### config.mk
export PLATFORM = sky130hd
export DESIGN_NAME = slavefifo2b_stream_out
export DESIGN_NICKNAME = d
export VERILOG_FILES = /design/src/rtl/slavefifo2b_stream_out.sv
export SDC_FILE = /design/constraint.sdc
export NUM_CORES = 1
export LEC_CHECK = 0
export ABC_CLOCK_PERIOD_IN_PS = 2700
export BUFFER_PORTS_ARGS = -buffer_cell sky130_fd_sc_hd__buf_2
export CORE_MARGIN = 1.5
export CORE_UTILIZATION = 50
export CTS_CLUSTER_DIAMETER = 200
export DETAILED_ROUTE_END_ITERATION = 12
export PLACE_DENSITY = 0.8
export RECOVER_POWER = 100
export SLEW_MARGIN = 20
export SYNTH_ARGS = -nofsm -noshare
export SYNTH_HDL_FRONTEND = slang
export SYNTH_SLANG_ARGS = --single-unit
### constraint.sdc
create_clock -name clk -period 2.7 [get_ports clk]
set_clock_uncertainty 0.2 [all_clocks]
set_input_delay 0.405 -clock clk [delete_from_list [all_inputs] [get_ports clk]]
set_output_delay 0.405 -clock clk [all_outputs]
set_load 0.02 [all_outputs]
### src/rtl/slavefifo2b_stream_out.sv
// FX3 Slave FIFO (2-bit address) stream-out reader: pulls bursts from a consumer socket
// and checks the received words against an incrementing pattern.
module slavefifo2b_stream_out #(
    parameter logic [1:0] FADDR_OUT = 2'd3,
    parameter bit         CHECK_EN  = 1'b1
) (
    input  logic        clk,
    input  logic        reset_in_,
    input  logic [31:0] fdata,
    output logic [1:0]  faddr,
    output logic        slrd,
    output logic        sloe,
    output logic        slwr,
    output logic        pktend,
    output logic        slcs,
    input  logic        flagc,
    input  logic        flagd,
    input  logic        enable,
    output logic [31:0] dout,
    output logic        dout_valid,
    output logic [31:0] word_count,
    output logic [15:0] err_count,
    output logic        err_flag
);

    typedef enum logic [2:0] {
        IDLE,
        FLAGC_RCVD,
        WAIT_FLAGD,
        READ,
        RD_OE_DELAY,
        OE_DELAY
    } state_t;

    state_t      state;
    state_t      state_next;
    logic        flagc_d;
    logic        flagd_d;
    logic        oe_cnt;
    logic        oe_cnt_next;
    logic        rd_d1;
    logic        rd_d2;
    logic [31:0] expected;

    assign faddr  = FADDR_OUT;
    assign slwr   = 1'b1;
    assign pktend = 1'b1;
    assign slcs   = 1'b0;

    always_ff @(posedge clk or negedge reset_in_) begin
        if (!reset_in_) begin
            state   <= IDLE;
            flagc_d <= 1'b0;
            flagd_d <= 1'b0;
            oe_cnt  <= 1'b0;
        end else begin
            state   <= state_next;
            flagc_d <= flagc;
            flagd_d <= flagd;
            oe_cnt  <= oe_cnt_next;
        end
    end

    // sloe stays low for three cycles after the last strobe so in-flight data can land
    always_comb begin
        state_next  = state;
        oe_cnt_next = 1'b0;
        slrd        = 1'b1;
        sloe        = 1'b1;
        case (state)
            IDLE: begin
                if (enable && flagc_d) state_next = FLAGC_RCVD;
            end
            FLAGC_RCVD: begin
                state_next = WAIT_FLAGD;
            end
            WAIT_FLAGD: begin
                if (flagd_d) state_next = READ;
            end
            READ: begin
                slrd = 1'b0;
                sloe = 1'b0;
                if (!flagd_d) state_next = RD_OE_DELAY;
            end
            RD_OE_DELAY: begin
                sloe       = 1'b0;
                state_next = OE_DELAY;
            end
            OE_DELAY: begin
                sloe = 1'b0;
                if (oe_cnt) begin
                    state_next = IDLE;
                end else begin
                    oe_cnt_next = 1'b1;
                end
            end
            default: begin
                state_next = IDLE;
            end
        endcase
    end

    // FX3 returns data two cycles after the strobe; capture on the second delayed copy
    always_ff @(posedge clk or negedge reset_in_) begin
        if (!reset_in_) begin
            rd_d1      <= 1'b0;
            rd_d2      <= 1'b0;
            dout       <= 32'd0;
            dout_valid <= 1'b0;
            word_count <= 32'd0;
        end else begin
            rd_d1      <= ~slrd;
            rd_d2      <= rd_d1;
            dout_valid <= rd_d2;
            if (rd_d2) begin
                dout       <= fdata;
                word_count <= word_count + 32'd1;
            end
        end
    end

    // Resynchronising to captured+1 makes each discontinuity count only once
    always_ff @(posedge clk or negedge reset_in_) begin
        if (!reset_in_) begin
            expected  <= 32'd0;
            err_count <= 16'd0;
            err_flag  <= 1'b0;
        end else if (CHECK_EN && rd_d2) begin
            expected <= fdata + 32'd1;
            if (fdata != expected) begin
                err_flag <= 1'b1;
                if (err_count != 16'hFFFF) err_count <= err_count + 16'd1;
            end
        end
    end

endmodule
==> summary.txt, run 1 <==
Clock tree
  – CTS buffer count: 17
  – Bufs on Longest Clock Path: 2
  – CTS Sinks: ~120
  – Post-CTS setup buffer count: 0
  – Worst-path clk slew: 50 ps
  – CTS tree: yes
  – Resized cells post-CTS: 0
  – Worst skew pair latency: a little over 400 ps
  – Root buffer cell: clkbuf_16
  – H-tree lvl count: 4

Global route
  – GRT Overall Usage: between 20% and 30%
  – Initial antenna violation count: 0
  – Vias in the first global route: 4267
  – Largest net degree at the start of global routing: between 100 and 150
  – GRT overflow: 0
  – Global-route wire length before repair: 21.1 mm

Yosys
  – Synth warnings: 0
  – Ys async rst share: 100%
  – Ys flop type: dfrtp_1
  – #FFs+latches synth: between 100 and 150
  – Netlist cell types: 38
  – Register area share after synthesis: around 53%
  – Syn Area/Cell: between 10 and 15 µm²
  – Syn Std Cell Area: slightly below 0.006 mm²
  – Synth Instances: approximately 530
  – Post-synth EDFFs: 0

Final layout
  – Final layout net count: slightly below 700
  – Antenna cell count: 0
  – Post-route cell area: between 0.006 and 0.007 mm²
  – Final core utilization: between 60% and 70%
  – Share of layout cells above drive strength 1: 15.4%
  – Synthesis-to-layout area growth: 19.9%
  – Register area: just over 0.003 mm²
  – # fillers: 945
  – Multi-input logic area: between 0.002 and 0.003 mm²

STA
  – Worst-margin pin slew: roughly 1500 ps
  – Max-slew violation count: ~90
  – Setup tns final: 0 ps
  – Setup violators final: 0
  – Maximum clock rate: between 400 and 500 MHz
  – Fin crit share: between 80% and 90%
  – Min Tclk post-route: about 2300 ps
  – RSZ-0062 raised after global routing: no
  – Final hold violations: 0
  – Max-slew headroom: -0.693%

Routing
  – WL/cell: roughly 16 µm
  – Vias/cell: between 5 and 6
  – DRT antenna net count: 0
  – Remaining DRCs: 0
  – DRT Pass-1 Iters: 5
  – DR iter-0 viols: ~270
  – Drt total wl: about 13 mm
  – Via count: approximately 4400

Placed design
  – IO Port Bufs: 120
  – Placed cell areas: 0.00651 mm²
  – GP Congestion: around 0.88
  – DP HPWL: roughly 8.8 mm

Power and ir drop
  – Pwr Density: roughly 1100 mW/mm²
  – Maximum vdd drop: around 0.67 mV
  – Lkg Pwr: roughly 2.9 nW

Run status
  – Status: finished with violations
  – Failing checks: slew limit

Setup path
  – Critical path endpoint category: flip-flop
  – WP data required: 2830 ps
  – Critical path type: reg2reg
  – Slowest-stage cell, CP: dfrtp_1
  – Crit path launch type: flip-flop
  – CP Data Arrival Time: ~2400 ps
  – CP max stage delay: ~620 ps
  – Crit path cell chain: and3_1 -> nand4_1 -> or3_1 -> nor2_2 -> xor2_1
  – Max Fanout on Critical Path: 10

Floorplan
  – Die Y: between 100 and 150 µm
  – I/O Pins: 126
  – Site Rows: 39
  – Initial Util: between 50% and 60%
  – Core area: 0.0113 mm²
  – Full die area: 0.0122 mm²
  – Die width: ~110 µm

Run
  – Max Cap Viol: 0

Hold path
  – Class of the worst hold path: in2reg
cells by family (layout without fill, tap and decap cells):
family	count (synthesis)	in the layout	synth area share, %
buffers and inverters	27	163	2.15
adder cells (fa/ha/maj)	3	3	0.650
XOR/XNOR	106	106	16.1
flip-flops	122	122	52.9
AND/OR/NAND/NOR	191	191	17.5
AO/OA/AOI/OAI	36	36	3.27
other	2	5	0.130
multiplexers	38	38	7.37
where the power goes:
part	switching, mW	internal [mW]
Sequential	0.470	2.45
Combinational	1.37	0.937
Clock	0.756	1.34
Total	2.59	4.73
what timing repair did:
action                                  4_1_cts  5_1_grt
hold buffers                                  3        0
hold endpoints to repair                    124        0
endpoints found under the setup margin        0        0
cells in the final DEF, fill, tap and decap left out, types with 3 or more instances in the layout:
| cell type | n |
|---|---|
| and4_1 | 8 |
| clkbuf_8 | 4 |
| nand3_1 | 29 |
| clkinv_2 | 3 |
| inv_1 | 6 |
| nand2b_1 | 4 |
| clkbuf_16 | 17 |
| a21oi_1 | 31 |
| conb_1 | 5 |
| dfrtp_1 | 122 |
| mux2_2 | 34 |
| clkbuf_1 | 90 |
| dlygate4sd3_1 | 3 |
| xor2_1 | 30 |
| buf_2 | 32 |
| xnor2_1 | 76 |
| clkinvlp_4 | 3 |
| and3_1 | 18 |
| nand4_1 | 27 |
| buf_4 | 3 |
| nor2_1 | 53 |
| nor3_1 | 7 |
| ha_1 | 3 |
| nand2_1 | 34 |
critical path, delay by kind of cell (launching register included):
kind	cells	cell delay, ps
simple gates	4	1220
flops	1	620
xor+xnor	1	160
flip-flops by register name, summed over array words and instances, names as in the netlist, 3 cells and up:
| name | count |
|---|---|
| expected | 32 |
| dout | 32 |
| err_count | 16 |
| word_count | 32 |
| state | 3 |
metrics by stage:
stage,power (mW),hold WS [ps],worst slack (ps),instances
detailed placement,5.37,153,439,774
global placement,5.25,139,514,774
global route,7.75,72.2,217,807
finish,7.32,60.0,420,807
CTS,7.50,45.0,525,807
floorplan,4.57,-90.6,611,528
per-layer routing:
metal  GRT usage, %  vias up  wire, µm  part of all wire (%)
li1               -     2043         -                     -
met1           27.7     2152      5470                    43
met2           35.1      142      6350                    50
met3           5.93       17       609                   4.8
met4           8.03        0       173                   1.4
met5              0        -         0                     0
Yosys cell counts, types with 3 or more instances:
master / instances / area, µm²
nand3_1: 28 / 140
clkbuf_1: 12 / 45.0
nand4_1: 26 / 163
buf_4: 5 / 37.5
a21oi_1: 31 / 155
nand2b_1: 4 / 25.0
mux2_2: 35 / 394
xor2_1: 30 / 263
buf_2: 3 / 15.0
and4_1: 8 / 70.1
ha_1: 3 / 37.5
nor2_1: 52 / 195
nor2_2: 3 / 18.8
dfrtp_1: 122 / 3050
nor3_1: 4 / 20.0
xnor2_1: 76 / 666
and3_1: 18 / 113
inv_1: 6 / 22.5
nand2_1: 34 / 128
worst paths after layout:
| path | to | slack (ps) | from | depth (start not counted) |
|---|---|---|---|---|
| min | expected[0]$_DFFE_PN0P_ | 60 | fdata[0] | 2 |
| max | word_count[31]$_DFFE_PN0P_ | 420 | rd_d2$_DFF_PN0_ | 5 |
| min in group asynchronous | err_count[8]$_DFFE_PN0P_ | 800 | reset_in_ | 3 |
| max in group asynchronous | state[2]$_DFFE_PN0P_ | 530 | reset_in_ | 3 |
| max reg2reg | word_count[31]$_DFFE_PN0P_ | 420 | rd_d2$_DFF_PN0_ | 5 |
| min reg2reg | rd_d2$_DFF_PN0_ | 160 | rd_d1$_DFF_PN0_ | 0 |
final cells by class:
class / instances / area share (%)
inverter: 6 / 0.325
clock buffer: 23 / 7.05
clock inverter: 7 / 0.976
multi-input combinational: 379 / 37.0
tap: 143 / 2.58
sequential: 122 / 44.1
timing repair buffer: 127 / 7.95
Note: power is estimated with default switching activity, not from simulation.
==> run 2, diff against run 1 <==
- ABC_AREA: unset -> 1
- ABC_CLOCK_PERIOD_IN_PS: 2700 -> 2400
- PLACE_DENSITY: 0.8 -> 0.79
- clock period: 2.7 -> 2.4 ns (I/O delays scaled with it)
==> run 2 against run 1 <==
The run now ends clean. Critical path depth down 1. Synthesized area up 13%. Worst setup slack worse by 210 ps. Clock-buffer cell count up 2. Clock power up 39%. Synthesized cell count up 53%. Register-to-register slack worse by 210 ps. Flip-flop and latch count unchanged. Die area up 13%. Non-clock buffer count up 1. Cell count up 38%. Highest routed layer unchanged.
==> summary.txt, run 2 <==
Run status
  – Status: completed

Global route
  – GRT Overall Usage: 23.2%
  – Largest net degree at the start of global routing: between 80 and 90
  – GRT overflow: 0
  – Vias in the first global route: 5472
  – Initial antenna violation count: 1
  – Global-route wire length before repair: 26.2 mm

Yosys
  – Leading area contributor after synthesis: dfrtp_1
  – Synth warnings: 0
  – Yosys top cell area share: a little under half
  – Ranking of synthesized cells by area: dfrtp_1 47%, nand2_1 14%, xnor2_1 4.8%, inv_1 4.4%, xor2_1 4.1%
  – Ys async rst share: 100%
  – Syn Area/Cell: ~8.1 µm²
  – Synth Instances: between 800 and 900
  – Count leader, synth: nand2_1
  – Syn Std Cell Area: approximately 0.0066 mm²
  – Register area share after synthesis: a little under half
  – Ys flop type: dfrtp_1
  – Post-synth EDFFs: 0
  – Netlist cell types: 44
  – #FFs+latches synth: 122
  – Commonest cells post-synth: 252 x nand2_1, 122 x dfrtp_1, 76 x inv_1, 56 x nor2_1, 48 x nand3_1

Floorplan
  – Die Y: approximately 120 µm
  – Full die area: 0.0138 mm²
  – Initial Util: approximately 51%
  – I/O Pins: about 130
  – Die width: roughly 120 µm
  – Core area: between 0.01 and 0.015 mm²
  – Site Rows: just over 40

Placed design
  – IO Port Bufs: 120
  – GP Congestion: between 0.8 and 0.9
  – Inst Count DP: 1078
  – DP HPWL: around 11 mm
  – Placed cell areas: roughly 0.0073 mm²

Clock tree
  – Bufs on Longest Clock Path: 2
  – Root buffer cell: clkbuf_16
  – Post-CTS setup buffer count: 0
  – H-tree lvl count: 4
  – CTS buffer count: 17
  – Worst-path clk slew: 50 ps
  – CTS Sinks: about 120
  – CTS tree: yes
  – Worst skew pair latency: 420 ps

Final layout
  – Multi-input logic area: 0.00303 mm²
  – Antenna cell count: 0
  – Synthesis-to-layout area growth: 20.0%
  – Register area: just over 0.003 mm²
  – Largest regs: dout (32), expected (32), word_count (32)
  – Final core utilization: about three fifths
  – Finished Layout Cells: approximately 1100
  – Post-route cell area: between 0.007 and 0.008 mm²
  – # fillers: 1158
  – Share of layout cells above drive strength 1: a little over a tenth
  – Final layout net count: approximately 970
  – Most common cell after layout, fill and taps aside: nand2_1
  – Most frequent cells in the layout: 253 x nand2_1, 121 x dfrtp_1, 85 x clkbuf_1, 75 x inv_1, 65 x nor2_1

Power and ir drop
  – Maximum vdd drop: between 0.5 and 0.6 mV
  – Lkg Pwr: ~3.7 nW
  – Pwr Density: 1100 mW/mm²

Routing
  – DR iter-0 viols: 451
  – DRT Pass-1 Iters: 5
  – DRT antenna net count: 0
  – WL/cell: 13.8 µm
  – Via count: 5748
  – Drt total wl: 15.4 mm
  – Remaining DRCs: 0
  – Vias/cell: 5.16

Setup path
  – WP data required: 2500 ps
  – Critical path type: reg2reg
  – CP Data Arrival Time: between 2000 and 2500 ps
  – Critical path endpoint category: flip-flop
  – Max Fanout on Critical Path: 88
  – Crit path launch type: flip-flop

Hold path
  – Class of the worst hold path: in2reg

STA
  – Max-slew headroom: a little under a quarter
  – Worst-margin pin slew: around 1100 ps
  – Setup violators final: 0
  – Fin crit share: approximately nine tenths
  – Setup tns final: 0 ps
  – Min Tclk post-route: 2190 ps
  – Max-slew violation count: 0
  – RSZ-0062 raised after global routing: no
  – Maximum clock rate: 457 MHz
  – Final hold violations: 0

Run
  – Max Cap Viol: 0
[run 2: per-stage QoR]
step                      hold slack [ps]  setup slack (ps)  total power [mW]
after floorplan                      -136               488              5.06
after global placement                136               408              5.82
after detailed placement              149               341              5.90
after CTS                            18.7               268              8.87
after global routing                 24.7              49.3              9.19
final                                28.9               211              8.65
[run 2: area by class of cell]
class / count / area share, %
tap: 172 / 2.74
clock buffer: 25 / 6.68
inverter: 77 / 3.68
sequential: 122 / 38.9
timing repair buffer: 128 / 7.48
clock inverter: 6 / 1.97
multi-input combinational: 583 / 38.6
[run 2: power breakdown]
part / leakage [nW] / total, mW / switching [mW] / internal (mW)
clock network: 0.336 / 2.92 / 0.894 / 2.03
registers: 1.56 / 3.15 / 0.437 / 2.71
logic: 1.83 / 2.58 / 1.68 / 0.901
[run 2: cell families after synthesis]
family / Yosys count / share of synthesized area (%)
compound gates: 58 / 5.69
simple gates: 450 / 31.7
xor+xnor: 67 / 8.96
other cells: 2 / 0.115
buf+inv: 102 / 6.40
fa+ha+maj: 3 / 0.573
flops: 122 / 46.6
[run 2: worst paths after layout]
path,start,endpoint,slack (ps),cells past startpoint
max,rd_d2$_DFF_PN0_,expected[8]$_DFFE_PN0P_,210,4
min,fdata[31],dout[31]$_DFFE_PN0P_,30,3
max reg2reg,rd_d2$_DFF_PN0_,expected[8]$_DFFE_PN0P_,210,4
min reg2reg,rd_d1$_DFF_PN0_,rd_d2$_DFF_PN0_,160,0
max in group asynchronous,reset_in_,dout[0]$_DFFE_PN0P_,760,3
min in group asynchronous,reset_in_,dout[26]$_DFFE_PN0P_,470,2
[run 2: worst max-delay path, stage by stage (launching register included)]
cell      delay, ps
dfrtp_2         410
clkbuf_4        800
nand2_1         230
o32ai_1         330
nor2_1           60
[run 2: per-layer routing]
layer  track usage [%]  share of wire [%]  wire length [µm]  up-vias
li1                  -                  -                 -     2826
met4              8.31                1.4               218        0
met2              36.6                 47              7160      171
met3              5.38                6.0               920       20
met1              31.4                 46              7090     2731
met5                 0                  0                 0        -
[run 2: what timing repair did]
item                      4_1_cts  5_1_grt
gates resized for setup         0        0
hold buffers                    4        0
hold endpoints to repair       40        0
==> run 3, diff against run 2 <==
- ABC_CLOCK_PERIOD_IN_PS: 2400 -> 2350
- clock period: 2.4 -> 2.35 ns (I/O delays scaled with it)
==> run 3 against run 2 <==
Sequential share of layout area barely moved. Largest power group unchanged. Hold slack lost 15 ps. Critical path type is now reg2out. Clock power grew 2%.
==> summary.txt, run 3 (synthesis results as in run 2) <==
Run status
  – Status: completed

Hold path
  – Class of the worst hold path: in2reg

Floorplan
  – Core area: approximately 0.013 mm²
  – Site Rows: between 40 and 50
  – I/O Pins: roughly 130
  – Initial Util: 51.5%
  – Die width: around 120 µm
  – Full die area: 0.0138 mm²
  – Die Y: 117 µm

STA
  – Max-slew violation count: 0
  – Fin crit share: between 90% and 100%
  – Setup tns final: 0 ps
  – Setup violators final: 0
  – Max-slew headroom: 32.2%
  – Min Tclk post-route: between 2000 and 2500 ps
  – RSZ-0062 raised after global routing: no
  – Maximum clock rate: around 460 MHz
  – Worst-margin pin slew: between 1000 and 1500 ps
  – Hold Slack: approximately 14 ps
  – Final hold violations: 0

Placed design
  – GP Congestion: just under 0.9
  – IO Port Bufs: 120
  – DP HPWL: between 10 and 15 mm

Run
  – Max Cap Viol: 0

Clock tree
  – CTS Sinks: approximately 120
  – CTS buffer count: 17
  – Post-CTS setup buffer count: 0
  – H-tree lvl count: 4
  – Root buffer cell: clkbuf_16
  – Worst-path clk slew: ~60 ps
  – Bufs on Longest Clock Path: 2
  – Worst skew pair latency: between 400 and 500 ps
  – CTS tree: yes

Power and ir drop
  – Internal power: approximately 5.7 mW
  – Combinational share of power: 30.0%
  – Lkg Pwr: between 3 and 4 nW
  – Clock share of power: 33.6%
  – Maximum vdd drop: between 0.7 and 0.8 mV
  – Pwr Density: about 1100 mW/mm²
  – Psw: 3.11 mW
  – Seq pwr share: a little over a third
  – Sw frac: 35.2%

Routing
  – DRT antenna net count: 0
  – WL/cell: roughly 14 µm
  – Vias/cell: a little over 5
  – DR iter-0 viols: 457
  – Drt total wl: 15.5 mm
  – Via count: between 5000 and 6000
  – Remaining DRCs: 0
  – DRT Pass-1 Iters: 5

Setup path
  – CP Data Arrival Time: about 1600 ps
  – Max Fanout on Critical Path: 7
  – Critical path type: reg2out
  – Critical path endpoint category: output port
  – Crit path launch type: flip-flop
  – WP data required: 1800 ps

Final layout
  – Share of layout cells above drive strength 1: between 10% and 20%
  – Register area: roughly 0.0031 mm²
  – Largest regs: dout (32), expected (32), word_count (32)
  – Final layout net count: around 1000
  – Most common cell after layout, fill and taps aside: nand2_1
  – Multi-input logic area: around 0.0030 mm²
  – Most frequent cells in the layout: 256 x nand2_1, 122 x dfrtp_1, 88 x clkbuf_1, 76 x inv_1, 66 x nor2_1
  – # fillers: around 1200
  – Synthesis-to-layout area growth: 20.0%

Global route
  – GRT Overall Usage: around a quarter
  – Initial antenna violation count: 1
  – Largest net degree at the start of global routing: 89
  – Vias in the first global route: approximately 5700
  – GRT overflow: 0
  – Global-route wire length before repair: ~27 mm
run 3: cell count changes in the layout (fill, tap and decap cells not counted), sizes merged:
cell | before | now
bufinv | 5 | 6
clkbuf | 111 | 110
clkinv | 2 | 6
diode | 0 | 1
inv | 76 | 77
run 3: worst max-delay path, stage by stage, from the launching register on:
cell	delay, ps
dfrtp_1	440
nand3_1	140
inv_1	90
a21oi_1	160
and2_1	140
clkbuf_1	220
run 3: timing repair:
item,CTS,global route
gates resized for setup,0,0
hold endpoints to repair,38,0
hold buffers,4,0
run 3: stage by stage:
step	instance area [µm²]	utilization (%)	total power [mW]	setup slack, ps	cells
floorplan	6560	-	5.17	438	807
global placement	7360	57.9	5.95	379	1082
detailed placement	7360	57.9	6.03	310	1082
CTS	8080	63.5	9.09	260	1118
global route	7860	61.8	9.47	45.4	1119
finish	7860	61.8	8.86	191	1119
run 3: routing by layer:
metal	vias to the layer above	wire length [µm]	GRT usage [%]
li1	2846	-	-
met1	2750	7100	31.1
met2	155	7270	38.7
met3	26	805	7.22
met4	0	327	8.99
met5	-	0	0
run 3: area by class of cell:
| class | instances | area share (%) |
|---|---|---|
| Antenna cell | 1 | 0.0318 |
| Clock buffer | 20 | 5.81 |
| Clock inverter | 12 | 2.77 |
| Inverter | 77 | 3.68 |
| Multi-Input combinational cell | 583 | 38.4 |
| Sequential cell | 122 | 38.8 |
| Tap cell | 172 | 2.74 |
| Timing Repair Buffer | 132 | 7.75 |
run 3: final timing paths:
check	cells past startpoint	to	slack (ps)	from
min in group asynchronous	2	expected[27]$_DFFE_PN0P_	450	reset_in_
max in group asynchronous	3	err_count[9]$_DFFE_PN0P_	410	reset_in_
max reg2reg	8	word_count[26]$_DFFE_PN0P_	220	word_count[0]$_DFFE_PN0P_
min reg2reg	0	rd_d2$_DFF_PN0_	160	rd_d1$_DFF_PN0_
max	5	sloe	190	state[0]$_DFFE_PN0P_
min	3	dout[6]$_DFFE_PN0P_	10	fdata[6]
run 3: power groups by stage:
stage	registers [mW]	clock network, mW	logic, mW
finish	3.23	2.98	2.65
global route	3.32	3.13	3.02
CTS	3.23	3.03	2.83
detailed placement	3.24	0	2.79
global placement	3.22	0	2.73
floorplan	3.59	0	1.59
